$ cat src/rtl/validation_reader.sv
// Walks a range of validation-memory entries and compares each one against one engine result.
// Latency: 4 cycles per entry when res_valid is held high, plus 1 cycle to start and 1 cycle to finish.
// Backpressure: stalls in WAIT_RES until res_valid; only one memory read is outstanding at a time.
module validation_reader #(
    parameter int ADDR_W    = 11,
    parameter int DATA_W    = 16,
    parameter int TOLERANCE = 0,
    parameter int TIMEOUT   = 15
) (
    input  logic                clk,
    input  logic                reset,
    input  logic                start,
    input  logic [ADDR_W-1:0]   base_addr,
    input  logic [ADDR_W:0]     count,
    output logic [ADDR_W-1:0]   mem_addr,
    output logic                mem_rd_en,
    output logic                mem_wr_en,
    input  logic [DATA_W-1:0]   mem_data,
    input  logic                mem_ready,
    input  logic                res_valid,
    input  logic [DATA_W-1:0]   res_data,
    output logic                res_ready,
    output logic                busy,
    output logic                done,
    output logic                pass,
    output logic                timeout_err,
    output logic [ADDR_W:0]     mismatch_count,
    output logic [ADDR_W-1:0]   first_mismatch_addr
);

    typedef enum logic [2:0] {
        IDLE,
        REQ,
        WAIT_MEM,
        WAIT_RES,
        NEXT,
        FINISH
    } state_t;

    // Wide enough to hold TIMEOUT itself, even when TIMEOUT is 0.
    localparam int                TMO_W   = $clog2(TIMEOUT + 2);
    localparam logic [TMO_W-1:0]  TMO_MAX = TMO_W'(TIMEOUT);
    localparam logic [DATA_W:0]   TOL_V   = (DATA_W + 1)'(TOLERANCE);
    localparam logic [ADDR_W:0]   REM_ONE = (ADDR_W + 1)'(1);

    state_t              state_q, state_d;
    logic [ADDR_W-1:0]   ptr_q, ptr_d;
    logic [ADDR_W:0]     rem_q, rem_d;
    logic [DATA_W-1:0]   exp_q, exp_d;
    logic [TMO_W-1:0]    tmo_q, tmo_d;
    logic                pass_q, pass_d;
    logic                tmo_err_q, tmo_err_d;
    logic [ADDR_W:0]     mm_cnt_q, mm_cnt_d;
    logic [ADDR_W-1:0]   first_q, first_d;

    // Difference at DATA_W+1 bits cannot overflow, so its magnitude always fits too.
    logic signed [DATA_W:0] diff;
    logic [DATA_W:0]        abs_diff;
    logic                   mismatch;

    // Signed result-minus-expected magnitude check against the tolerance window.
    always_comb begin
        diff     = $signed({res_data[DATA_W-1], res_data}) - $signed({exp_q[DATA_W-1], exp_q});
        abs_diff = diff[DATA_W] ? $unsigned(-diff) : $unsigned(diff);
        mismatch = (abs_diff > TOL_V);
    end

    // Next-state and datapath updates for the walk FSM.
    always_comb begin
        state_d   = state_q;
        ptr_d     = ptr_q;
        rem_d     = rem_q;
        exp_d     = exp_q;
        tmo_d     = tmo_q;
        pass_d    = pass_q;
        tmo_err_d = tmo_err_q;
        mm_cnt_d  = mm_cnt_q;
        first_d   = first_q;

        case (state_q)
            IDLE: begin
                if (start) begin
                    pass_d    = 1'b1;
                    tmo_err_d = 1'b0;
                    mm_cnt_d  = '0;
                    first_d   = '0;
                    if (count == '0) begin
                        state_d = FINISH;
                    end else begin
                        ptr_d   = base_addr;
                        rem_d   = count;
                        state_d = REQ;
                    end
                end
            end
            REQ: begin
                tmo_d   = '0;
                state_d = WAIT_MEM;
            end
            WAIT_MEM: begin
                if (mem_ready) begin
                    exp_d   = mem_data;
                    state_d = WAIT_RES;
                end else if (tmo_q == TMO_MAX) begin
                    tmo_err_d = 1'b1;
                    pass_d    = 1'b0;
                    state_d   = FINISH;
                end else begin
                    tmo_d = tmo_q + 1'b1;
                end
            end
            WAIT_RES: begin
                if (res_valid) begin
                    if (mismatch) begin
                        pass_d = 1'b0;
                        if (mm_cnt_q == '0) begin
                            first_d = ptr_q;
                        end
                        if (mm_cnt_q != '1) begin
                            mm_cnt_d = mm_cnt_q + 1'b1;
                        end
                    end
                    state_d = NEXT;
                end
            end
            NEXT: begin
                ptr_d   = ptr_q + 1'b1;
                rem_d   = rem_q - 1'b1;
                state_d = (rem_q == REM_ONE) ? FINISH : REQ;
            end
            FINISH: begin
                state_d = IDLE;
            end
            default: begin
                state_d = IDLE;
            end
        endcase
    end

    // State and datapath registers; reset aborts any run and drops in-flight responses.
    always_ff @(posedge clk) begin
        if (reset) begin
            state_q   <= IDLE;
            ptr_q     <= '0;
            rem_q     <= '0;
            exp_q     <= '0;
            tmo_q     <= '0;
            pass_q    <= 1'b1;
            tmo_err_q <= 1'b0;
            mm_cnt_q  <= '0;
            first_q   <= '0;
        end else begin
            state_q   <= state_d;
            ptr_q     <= ptr_d;
            rem_q     <= rem_d;
            exp_q     <= exp_d;
            tmo_q     <= tmo_d;
            pass_q    <= pass_d;
            tmo_err_q <= tmo_err_d;
            mm_cnt_q  <= mm_cnt_d;
            first_q   <= first_d;
        end
    end

    assign mem_addr            = ptr_q;
    assign mem_rd_en           = (state_q == REQ);
    assign mem_wr_en           = 1'b0;
    assign res_ready           = (state_q == WAIT_RES);
    assign busy                = (state_q != IDLE);
    assign done                = (state_q == FINISH);
    assign pass                = pass_q;
    assign timeout_err         = tmo_err_q;
    assign mismatch_count      = mm_cnt_q;
    assign first_mismatch_addr = first_q;

endmodule

$ cat config.mk
export PLATFORM = sky130hd
export DESIGN_NAME = validation_reader
export DESIGN_NICKNAME = d
export VERILOG_FILES = /design/src/rtl/validation_reader.sv
export SDC_FILE = /design/constraint.sdc
export NUM_CORES = 1
export LEC_CHECK = 0
export ABC_AREA = 1
export CORE_MARGIN = 4
export CORE_UTILIZATION = 54
export DETAILED_ROUTE_END_ITERATION = 12
export HOLD_SLACK_MARGIN = 0.03
export PLACE_DENSITY_LB_ADDON = 0.08
export REMOVE_ABC_BUFFERS = 1
export SYNTH_ARGS = -nofsm -noshare
export SYNTH_HDL_FRONTEND = slang
export SYNTH_SLANG_ARGS = --single-unit
$ cat constraint.sdc
create_clock -name clk -period 3.9 [get_ports clk]
set_input_delay 0.78 -clock clk [delete_from_list [all_inputs] [get_ports clk]]
set_output_delay 0.78 -clock clk [all_outputs]
set_load 0.005 [all_outputs]
==> metrics.log, run 1 <==
[metrics] Detail Route Antenna Nets: 0
[metrics] first-pass GRT wire length: 24800 um
[metrics] cell count after synthesis: 928
[metrics] proportion of synthesized chip area in sequential cells: 25.5%
[metrics] via/cell ratio: 5.17
[metrics] capture point of the worst reg-to-reg path: first_mismatch_addr[10]$_SDFFE_PP0P_
[metrics] synthesized area: 5650 um^2
[metrics] origin of the worst min-delay path: exp_q[13]$_SDFFE_PP0P_
[metrics] top post-synthesis cells by area: dfxtp_1 (26%), nand2_1 (16%), inv_1 (9.6%)
[metrics] Hold Crit Class: flip-flop to flip-flop
[metrics] slowest cell delay on critical path: 450 ps
[metrics] sequential share of power: 32.0%
[metrics] Detail Placement HPWL: 11400 um
[metrics] Tightest Pin Transition: 757 ps
[metrics] filler cell count in the final layout: 989
[metrics] reg2reg path depth: 22
[metrics] asr flop ratio synth: 0%
[metrics] Net Switching: 0.00133 W
[metrics] drt first pass iters: 5
[metrics] Endpoint, Worst Hold: exp_q[13]$_SDFFE_PP0P_
[metrics] H-tree depth: 3
[metrics] combinational group share of total power: 48.6%
[metrics] Post-synth top flop: dfxtp_1
[metrics] final max-slew violation count: 0
[metrics] post-synth top area cell: dfxtp_1
[metrics] clk root buf: clkbuf_8
[metrics] Hold-fix buffers, CTS: 0
[metrics] Resized cells post-CTS: 0
[metrics] Worst slew margin: 48.9%
[metrics] reg-to-reg startpoint: exp_q[0]$_SDFFE_PP0P_
[metrics] cell with the largest stage delay on the worst path: clkdlybuf4s50_1
[metrics] critical path data required time: 4160 ps
[metrics] final number of setup-violating endpoints: 0
[metrics] total I/O pin count: 101
[metrics] RSZ-0062 raised after global routing: no
[metrics] register-to-register setup slack: 900 ps
[metrics] synth warn: 0
[metrics] IO Port Bufs: 99
[metrics] final global-route overflow total: 0
[metrics] Max Cap Viol: 0
[metrics] worst skew pair latency: 360 ps
[metrics] total power consumption of the routed design: 0.00315 W
[metrics] CTS tree: built
[metrics] internal power of the cells: 0.00182 W
[metrics] total number of placement rows: 37
[metrics] category of the worst setup path launch point: input pin
[metrics] non-filler cells, final: 1160
[metrics] Worst Path Max Fanout: 15
[metrics] crit path cell chain: clkdlybuf4s50_1 -> inv_1 -> ha_1 -> fa_1 -> inv_1 -> nand3_1 -> nand2_2 -> nand2_1 -> nand2_2 -> inv_2 -> nor2_2 -> nand2_1 -> nor2_2 -> nand2_2 -> nor2_1 -> nand3_1 -> nand2_1 -> nor2_1 -> nand2_1 -> nor2_4 -> nand2_4 -> nand3_4 -> a21oi_1 -> nor2_1
[metrics] depth of the worst hold-timing path: 2
[metrics] unique cell type count in the Yosys netlist: 43
[metrics] Peak Freq: 281 MHz
[metrics] placed standard-cell area: 6760 um^2
[metrics] final total negative setup slack: 0 ps
[metrics] DR vias: 5993
[metrics] number of nets at the end of the flow: 1104
[metrics] final critical delay including setup and external delays: 3560 ps
[metrics] setup skew after layout: 19.3 ps
[metrics] number of buffers between clock root and the deepest sink: 2
[metrics] antenna violations before repair: 0
[metrics] initial core utilization: 55.0%
[metrics] largest net degree at the start of global routing: 35
[metrics] die extent in y: 110 um
[metrics] fin area: 6960 um^2
[metrics] fraction of final layout cells with drive strength greater than 1: 9.57%
[metrics] type of the worst setup path: input pin to flip-flop
[metrics] final period utilization: 91.3%
[metrics] global-route total usage across every layer: 25.3%
[metrics] flop and latch count out of synthesis: 72
[metrics] Critical Path Most Common Cell: nand2_1
[metrics] CORE AREA: 10300 um^2
[metrics] Clock Sink Count: 72
[metrics] power per cell area: 452 nW/um^2
[metrics] Chip Width: 110 um
[metrics] average cell area after synthesis: 6.09 um^2
[metrics] Placed Cells incl. Taps: 1145
[metrics] area of the die: 12200 um^2
[metrics] outcome: finished clean
[metrics] iteration-0 DRC count of the detailed router: 373
[metrics] final hold violation count: 0
[metrics] clock input transition at the sequential cells of the worst setup and hold paths: 80 ps
[metrics] vias in the first global route: 5621
[metrics] switch share: 42.3%
[metrics] detail-routed net length per standard cell: 12.7 um
[metrics] clock buffers created by TritonCTS: 9
[metrics] area overhead of the layout relative to synthesis: 23.1%
[metrics] number of diodes added for antenna fixing: 0
[metrics] kind of end point of the critical path: flip-flop
[metrics] Routed WL: 14800 um
[metrics] DR DRC count: 0
[metrics] hold slack: 461 ps
[metrics] portion of total power attributed to the clock network: 19.4%
[metrics] Routability Congestion: 0.924
[metrics] leakage dissipation: 3.14 nW
[metrics] IR Drop Worst-Case VDD: 282 uV
[metrics] number of enable-type register cells in the synthesized netlist: 0
[metrics] worst endpoint data arrival time: 3820 ps
[metrics] total setup buffers inserted after CTS: 0
[metrics] top-area cell type share of the netlist area: 25.5%
-- sequential cells by signal, indices dropped and copies added (netlist names) --
| name | count |
|---|---|
| tmo_q | 5 |
| mismatch_count | 12 |
| mem_addr | 11 |
| first_mismatch_addr | 11 |
| exp_q | 16 |
| state_q | 3 |
| rem_q | 12 |
| timeout_err | 1 |
| pass | 1 |
-- power groups by stage --
| stage | combinational, W | sequential [W] | clock [W] |
|---|---|---|---|
| final | 0.00153 | 0.00101 | 0.000611 |
| after global routing | 0.00175 | 0.00102 | 0.000654 |
| after CTS | 0.00153 | 0.00100 | 0.000616 |
| after detailed placement | 0.00152 | 0.00102 | 0 |
| after global placement | 0.00151 | 0.00102 | 0 |
| after floorplan | 0.00101 | 0.000991 | 0 |
-- layout by cell type (no fill, tap or decap), types with 25 or more instances in the layout --
cell and count:
nand4_1 29, nor2_1 91, o21ai_0 48, nand3_1 66, clkdlybuf4s50_1 99, nand2_1 234
dfxtp_1 72, a21oi_1 47, inv_1 144, nand2_2 25
-- how the worst max path moves through the flow --
stage | endpoint | start | slack (ps) | cells after the start
2_1_floorplan | mismatch_count[1]$_SDFFE_PP0P_ | res_data[0] | 620 | 23
3_3_place_gp | first_mismatch_addr[10]$_SDFFE_PP0P_ | res_data[0] | 20 | 24
3_5_place_dp | first_mismatch_addr[10]$_SDFFE_PP0P_ | res_data[0] | -40 | 24
4_1_cts | first_mismatch_addr[10]$_SDFFE_PP0P_ | res_data[0] | 340 | 24
5_1_grt | first_mismatch_addr[1]$_SDFFE_PP0P_ | res_data[0] | 20 | 24
6_report | first_mismatch_addr[10]$_SDFFE_PP0P_ | res_data[0] | 340 | 24
-- cell families (layout without fill, tap and decap cells) --
logic type,count (synthesis),in the layout,share of synthesized area (%)
buffers and inverters,187,283,13.2
xor gates and xnor gates,13,13,2.01
AOI/OAI and AO/OA,135,135,14.0
adders and majority gates,24,24,5.45
DFF,72,72,25.5
and+or+nand+nor,496,496,39.8
other,1,1,0.0664
-- Yosys cell counts, types with 5 or more instances --
| master | count |
|---|---|
| nand2_1 | 234 |
| inv_1 | 144 |
| nor2_1 | 92 |
| dfxtp_1 | 72 |
| nand3_1 | 66 |
| o21ai_0 | 48 |
| a21oi_1 | 47 |
| nand4_1 | 29 |
| clkbuf_1 | 26 |
| nand2_2 | 25 |
| ha_1 | 23 |
| nor3_1 | 14 |
| a21oi_2 | 11 |
| xor2_1 | 10 |
| inv_2 | 9 |
| nor4_1 | 9 |
| nor2_2 | 8 |
| a31oi_1 | 7 |
| a211oi_1 | 6 |
| a221oi_1 | 6 |
| nand3_2 | 5 |
-- cell type report --
class	count	area (um^2)	area share [%]
clock buffer	11	141	2.03
inverter	154	578	8.31
timing repair buffer	114	1100	15.9
sequential	72	1440	20.7
tap	136	170	2.45
multi-input combinational	669	3470	49.9
clock inverter	4	53.8	0.773
-- metrics by stage --
| step | utilization (%) | setup slack, ps |
|---|---|---|
| after CTS | 67.7 | 341 |
| after global routing | 67.7 | 17.5 |
| after global placement | 65.8 | 22.5 |
| after floorplan | - | 616 |
| after detailed placement | 65.8 | -36.6 |
| final | 67.7 | 340 |
-- critical path: cells and delay by family --
family	cells	cell delay, ps
and+or+nand+nor	17	1630
buffers and inverters	4	630
AOI/OAI and AO/OA	1	200
adders and majority gates	2	600
-- layer usage --
layer  up-vias  share of wire, %  GRT usage [%]
met1      2653                45           31.8
met5         -                 0              0
li1       3172                 -              -
met2       150                49           44.3
met3        18               4.9           4.48
met4         0               1.2           6.86
Note: power is estimated with default switching activity, not from simulation.
==> inputs of run 2 (changes only) <==
--- a/config.mk
+++ b/config.mk
@@ -7,11 +7,13 @@
 export LEC_CHECK = 0
 export ABC_AREA = 1
 export CORE_MARGIN = 4
-export CORE_UTILIZATION = 54
+export CORE_UTILIZATION = 40
 export DETAILED_ROUTE_END_ITERATION = 12
 export HOLD_SLACK_MARGIN = 0.03
 export PLACE_DENSITY_LB_ADDON = 0.08
 export REMOVE_ABC_BUFFERS = 1
+export SKIP_LAST_GASP = 1
+export SLEW_MARGIN = 20
 export SYNTH_ARGS = -nofsm -noshare
 export SYNTH_HDL_FRONTEND = slang
 export SYNTH_SLANG_ARGS = --single-unit
==> run 2 against run 1 <==
Non-clock buffer count grew 8. Design area rose by 3.5%. Clock skew decreased by 14 ps. Fmax down 0.34%. Via count fell by 1.3%. Sequential share of layout area is 0.71 points lower. Flip-flop and latch count is the same. Sequential power hardly changed. First-iteration DRC count fell by 34%. Core utilization fell by 16 points. Critical path type unchanged. Largest power group unchanged. Highest routed layer unchanged.
==> metrics.log, run 2 (synthesis results as in run 1) <==
[metrics] largest net degree at the start of global routing: 36
[metrics] total I/O pin count: 101
[metrics] Routability Congestion: 0.890
[metrics] CTS tree: built
[metrics] DR DRC count: 0
[metrics] Detail Placement HPWL: 12100 um
[metrics] Clock Sink Count: 72
[metrics] kind of end point of the critical path: flip-flop
[metrics] final worst setup slack: 328 ps
[metrics] Resized cells post-CTS: 0
[metrics] RSZ-0062 raised after global routing: no
[metrics] IO Port Bufs: 99
[metrics] global-route total usage across every layer: 20.2%
[metrics] Detail Route Antenna Nets: 0
[metrics] outcome: finished clean
[metrics] vias in the first global route: 5440
[metrics] number of diodes added for antenna fixing: 0
[metrics] power per cell area: 477 nW/um^2
[metrics] total power consumption of the routed design: 0.00344 W
[metrics] slowest cell delay on critical path: 450 ps
[metrics] number of nets at the end of the flow: 1113
[metrics] final hold violation count: 0
[metrics] first-pass GRT wire length: 26700 um
[metrics] Tightest Pin Transition: 1050 ps
[metrics] dpl ws: -29.4 ps
[metrics] drt first pass iters: 4
[metrics] Routed WL: 16100 um
[metrics] type of the worst setup path: input pin to flip-flop
[metrics] Worst Path Max Fanout: 22
[metrics] non-filler cells, final: 1214
[metrics] commonest non-fill, non-tap cell in the layout: nand2_1
[metrics] antenna violations before repair: 0
[metrics] critical path data required time: 4120 ps
[metrics] Worst slew margin: 29.5%
[metrics] final max-slew violation count: 0
[metrics] Placed Cells incl. Taps: 1197
[metrics] detail-routed net length per standard cell: 13.3 um
[metrics] H-tree depth: 3
[metrics] via/cell ratio: 4.87
[metrics] total number of placement rows: 43
[metrics] final critical delay including setup and external delays: 3570 ps
[metrics] final global-route overflow total: 0
[metrics] filler cell count in the final layout: 1410
[metrics] clk root buf: clkbuf_16
[metrics] final period utilization: 91.6%
[metrics] Top reg by flops: exp_q
[metrics] worst skew pair latency: 340 ps
[metrics] placed standard-cell area: 6880 um^2
[metrics] Max Cap Viol: 0
[metrics] final number of setup-violating endpoints: 0
[metrics] area taken by multi-input logic gates: 3490 um^2
[metrics] CORE AREA: 13900 um^2
[metrics] fraction of final layout cells with drive strength greater than 1: 10.7%
[metrics] die extent in y: 127 um
[metrics] most frequent cells in the layout: nand2_1 (233), inv_1 (143), clkdlybuf4s50_1 (99)
[metrics] worst endpoint data arrival time: 3800 ps
[metrics] Hold-fix buffers, CTS: 0
[metrics] initial core utilization: 40.7%
[metrics] area overhead of the layout relative to synthesis: 27.4%
[metrics] Hold Crit Class: flip-flop to flip-flop
[metrics] Critical Path Most Common Cell: nand2_1
[metrics] DR vias: 5916
[metrics] leakage dissipation: 3.24 nW
[metrics] Peak Freq: 280 MHz
[metrics] category of the worst setup path launch point: input pin
[metrics] number of buffers between clock root and the deepest sink: 2
[metrics] clock input transition at the sequential cells of the worst setup and hold paths: 60 ps
[metrics] area of the die: 16100 um^2
[metrics] clock buffers created by TritonCTS: 9
[metrics] Chip Width: 127 um
[metrics] setup skew after layout: 5.68 ps
[metrics] iteration-0 DRC count of the detailed router: 247
[metrics] max reg flops: 16
[metrics] crit path cell chain: clkdlybuf4s50_1 -> inv_1 -> ha_1 -> fa_1 -> inv_1 -> nand3_1 -> nand2_2 -> nand2_1 -> nand2_2 -> nand2_1 -> nand2_1 -> nand2_2 -> nand2_4 -> nand2_1 -> nand2_1 -> nand3_1 -> nor2_2 -> nand3_2 -> nor2_4 -> nand2_4 -> nand3_4 -> nand2_1 -> nand2_1 -> nor2_1
[metrics] IR Drop Worst-Case VDD: 345 uV
[metrics] sequential cell area: 1440 um^2
[metrics] hold slack: 459 ps
[metrics] cell with the largest stage delay on the worst path: clkdlybuf4s50_1
[metrics] total setup buffers inserted after CTS: 0
[metrics] fin area: 7200 um^2
-- run 2: cell types whose count changed in the layout (fill, tap and decap cells not counted), sizes merged --
cell,change
buf,+8
nand3,+1
clkbuf,-1
inv,-1
clkinvlp,-2
clkinv,+5
-- run 2: metal layers --
layer  routed length, um  GRT usage, %
met5                   0             0
met4                 171          4.48
met3                 521          4.42
met2                7760          34.7
met1                7680          26.0
-- run 2: stage by stage --
| stage | TNS (ps) | util, % |
|---|---|---|
| finish | 0 | 51.9 |
| global route | 0 | 51.9 |
| CTS | 0 | 51.7 |
| detailed placement | -198 | 49.5 |
| global placement | -58.3 | 49.5 |
| floorplan | 0 | - |
-- run 2: final timing paths --
kind	cells after the start	to	start	slack (ps)
worst max register to register	22	mismatch_count[1]$_SDFFE_PP0P_	exp_q[0]$_SDFFE_PP0P_	960
worst min-delay path	2	timeout_err$_SDFFE_PP0P_	timeout_err$_SDFFE_PP0P_	460
worst max-delay path	24	mismatch_count[1]$_SDFFE_PP0P_	res_data[0]	330
worst min register to register	2	timeout_err$_SDFFE_PP0P_	timeout_err$_SDFFE_PP0P_	460
-- run 2: layout make-up --
cell class / count / area share, %
multi-input cells: 670 / 48.4
flip-flops and latches: 72 / 20.0
repair buffers: 122 / 16.2
inverters: 154 / 8.03
clock buffers: 10 / 3.32
well taps: 180 / 3.13
clock inverters: 6 / 0.921
-- run 2: report_power, final --
| part | internal [W] | leakage, nW | switching [W] |
|---|---|---|---|
| Combinational | 0.000645 | 2.50 | 0.000924 |
| Clock | 0.000515 | 0.153 | 0.000353 |
| Sequential | 0.000878 | 0.590 | 0.000123 |
-- run 2: critical path, delay by kind of cell --
| kind | cells | cell delay [ps] |
|---|---|---|
| adder cells (fa/ha/maj) | 2 | 590 |
| AND/OR/NAND/NOR | 19 | 1850 |
| buffers and inverters | 3 | 570 |
==> inputs of run 3 (changes only) <==
--- a/config.mk
+++ b/config.mk
@@ -8,11 +8,11 @@
 export ABC_AREA = 1
 export CORE_MARGIN = 4
 export CORE_UTILIZATION = 40
+export CTS_BUF_LIST = sky130_fd_sc_hd__clkbuf_4 sky130_fd_sc_hd__clkbuf_8
 export DETAILED_ROUTE_END_ITERATION = 12
 export HOLD_SLACK_MARGIN = 0.03
 export PLACE_DENSITY_LB_ADDON = 0.08
 export REMOVE_ABC_BUFFERS = 1
-export SKIP_LAST_GASP = 1
 export SLEW_MARGIN = 20
 export SYNTH_ARGS = -nofsm -noshare
 export SYNTH_HDL_FRONTEND = slang
==> run 3 against run 2 <==
Sequential share of layout area increased by 0.34 points. Final cell count is essentially flat. Non-clock buffer count unchanged. Fmax increased by 0.94%. Wire length fell by 1.2%. Global-route usage down 0.18 points. Setup slack better by 33 ps. Combinational power is essentially flat. Total power down 7.1%. Sequential power about the same. Register-to-register slack barely moved. Via count down 0.68%. Critical path type unchanged. Highest routed layer unchanged.
==> metrics.log, run 3 (synthesis results as in run 1) <==
[metrics] outcome: finished clean
[metrics] total I/O pin count: 101
[metrics] Max Cap Viol: 0
[metrics] clk root buf: clkbuf_8
[metrics] worst endpoint data arrival time: 3810 ps
[metrics] crit path cell chain: clkdlybuf4s50_1 -> inv_1 -> ha_1 -> fa_1 -> inv_1 -> nand3_1 -> nand2_2 -> nand2_1 -> nand2_2 -> inv_2 -> nor2_2 -> nand2_1 -> nor2_2 -> nand2_2 -> o21ai_2 -> xor2_1 -> nor2_1 -> nand2_4 -> nand3_4 -> a21oi_1 -> nor2_1
[metrics] final total negative setup slack: 0 ps
[metrics] Top reg by flops: exp_q
[metrics] Endpoint, Worst Hold: timeout_err$_SDFFE_PP0P_
[metrics] drt first pass iters: 4
[metrics] category of the worst setup path launch point: input pin
[metrics] critical path data required time: 4170 ps
[metrics] fin area: 7080 um^2
[metrics] commonest non-fill, non-tap cell in the layout: nand2_1
[metrics] H-tree depth: 3
[metrics] Placed Cells incl. Taps: 1197
[metrics] Hold Crit Class: flip-flop to flip-flop
[metrics] detail-routed net length per standard cell: 13.1 um
[metrics] met3 wire length: 544 um
[metrics] fraction of final layout cells with drive strength greater than 1: 10.5%
[metrics] first-pass GRT wire length: 26500 um
[metrics] Detail Placement HPWL: 12100 um
[metrics] Clock Sink Count: 72
[metrics] DR vias: 5876
[metrics] number of diodes added for antenna fixing: 0
[metrics] reg-to-reg startpoint: exp_q[0]$_SDFFE_PP0P_
[metrics] iteration-0 DRC count of the detailed router: 235
[metrics] IO Port Bufs: 99
[metrics] vias in the first global route: 5414
[metrics] final hold violation count: 0
[metrics] clock buffers created by TritonCTS: 9
[metrics] setup skew after layout: 7.78 ps
[metrics] Chip Width: 127 um
[metrics] highest signal layer in the routed design: met4
[metrics] total number of placement rows: 43
[metrics] Routability Congestion: 0.890
[metrics] RSZ-0062 raised after global routing: no
[metrics] area of the die: 16100 um^2
[metrics] Hold-fix buffers, CTS: 0
[metrics] number of buffers between clock root and the deepest sink: 2
[metrics] antenna violations before repair: 0
[metrics] non-filler cells, final: 1213
[metrics] power per cell area: 451 nW/um^2
[metrics] Detail Route Antenna Nets: 0
[metrics] reg2reg path depth: 19
[metrics] global-route total usage across every layer: 20.0%
[metrics] largest net degree at the start of global routing: 36
[metrics] DR DRC count: 0
[metrics] final core occ: 51.0%
[metrics] Tightest Pin Transition: 1050 ps
[metrics] slowest cell delay on critical path: 450 ps
[metrics] total setup buffers inserted after CTS: 0
[metrics] placed standard-cell area: 6880 um^2
[metrics] number of nets at the end of the flow: 1112
[metrics] final worst setup slack: 361 ps
[metrics] CORE AREA: 13900 um^2
[metrics] most frequent cells in the layout: nand2_1 (234), inv_1 (143), clkdlybuf4s50_1 (99)
[metrics] final number of setup-violating endpoints: 0
[metrics] leakage dissipation: 3.19 nW
[metrics] cell with the largest stage delay on the worst path: clkdlybuf4s50_1
[metrics] Routed WL: 15900 um
[metrics] largest delay contributor family on the critical path: simple AND/OR/NAND/NOR gates
[metrics] dpl ws: -29.4 ps
[metrics] Worst Path Max Fanout: 15
[metrics] Critical path buffers and inverters: 4
[metrics] initial core utilization: 40.7%
[metrics] Worst slew margin: 29.8%
[metrics] IR Drop Worst-Case VDD: 285 uV
[metrics] wire length on met2: 7670 um
[metrics] final max-slew violation count: 0
[metrics] final period utilization: 90.7%
[metrics] Critical Path Most Common Cell: nand2_2
[metrics] Peak Freq: 283 MHz
[metrics] register-to-register setup slack: 960 ps
[metrics] type of the worst setup path: input pin to flip-flop
[metrics] final global-route overflow total: 0
[metrics] capture point of the worst reg-to-reg path: first_mismatch_addr[8]$_SDFFE_PP0P_
[metrics] CTS tree: built
[metrics] clock input transition at the sequential cells of the worst setup and hold paths: 90 ps
[metrics] die extent in y: 127 um
[metrics] via/cell ratio: 4.84
[metrics] depth of the worst hold-timing path: 2
[metrics] Resized cells post-CTS: 0
[metrics] kind of end point of the critical path: flip-flop
[metrics] max reg flops: 16
[metrics] sum of routed wire segments on met1: 7550 um
[metrics] origin of the worst min-delay path: timeout_err$_SDFFE_PP0P_
[metrics] area overhead of the layout relative to synthesis: 25.3%
[metrics] worst skew pair latency: 370 ps
[metrics] final critical delay including setup and external delays: 3540 ps
[run 3: changes by cell type in the layout (fill, tap and decap cells not counted), sizes merged]
cell / previous run / this run
nand3: 74 / 73
[run 3: worst max-delay path by stage]
stage / startpoint / endpoint / cells past startpoint / slack [ps]
after floorplan: res_data[0] / mismatch_count[1]$_SDFFE_PP0P_ / 23 / 620
after detailed placement: res_data[0] / mismatch_count[1]$_SDFFE_PP0P_ / 24 / -30
after global placement: res_data[0] / first_mismatch_addr[8]$_SDFFE_PP0P_ / 21 / -20
after global routing: res_data[0] / first_mismatch_addr[8]$_SDFFE_PP0P_ / 24 / 20
after CTS: res_data[0] / mismatch_count[1]$_SDFFE_PP0P_ / 24 / 370
final: res_data[0] / first_mismatch_addr[8]$_SDFFE_PP0P_ / 21 / 360
[run 3: where the power goes]
part           internal (W)  switching (W)
Clock              0.000315       0.000327
Sequential         0.000877       0.000122
Combinational      0.000641       0.000912
Total               0.00183        0.00136
[run 3: through the flow]
step           power [W]  hold WS, ps
3_3_place_gp     0.00257          448
2_1_floorplan    0.00200          435
3_5_place_dp     0.00257          452
5_1_grt          0.00348          479
6_report         0.00319          462
4_1_cts          0.00324          464
[run 3: worst reg2reg max path, delay by kind of cell (launching register included)]
| kind | cells | cell delay, ps |
|---|---|---|
| DFF | 1 | 320 |
| AOI/OAI and AO/OA | 2 | 350 |
| and+or+nand+nor | 12 | 1290 |
| buffers and inverters | 2 | 130 |
| xor gates and xnor gates | 1 | 160 |
| adders and majority gates | 2 | 580 |
[run 3: layout make-up]
class	instances	area (um^2)
multi-input cells	669	3470
repair buffers	122	1160
clock buffers	10	138
inverters	154	578
well taps	180	225
fillers	1433	6800
clock inverters	6	66.3
flip-flops and latches	72	1440
[run 3: layer usage]
metal / vias up / GRT usage [%]
met5: - / 0
met1: 2580 / 25.8
li1: 3194 / -
met2: 89 / 34.5
met3: 13 / 4.51
met4: 0 / 3.85
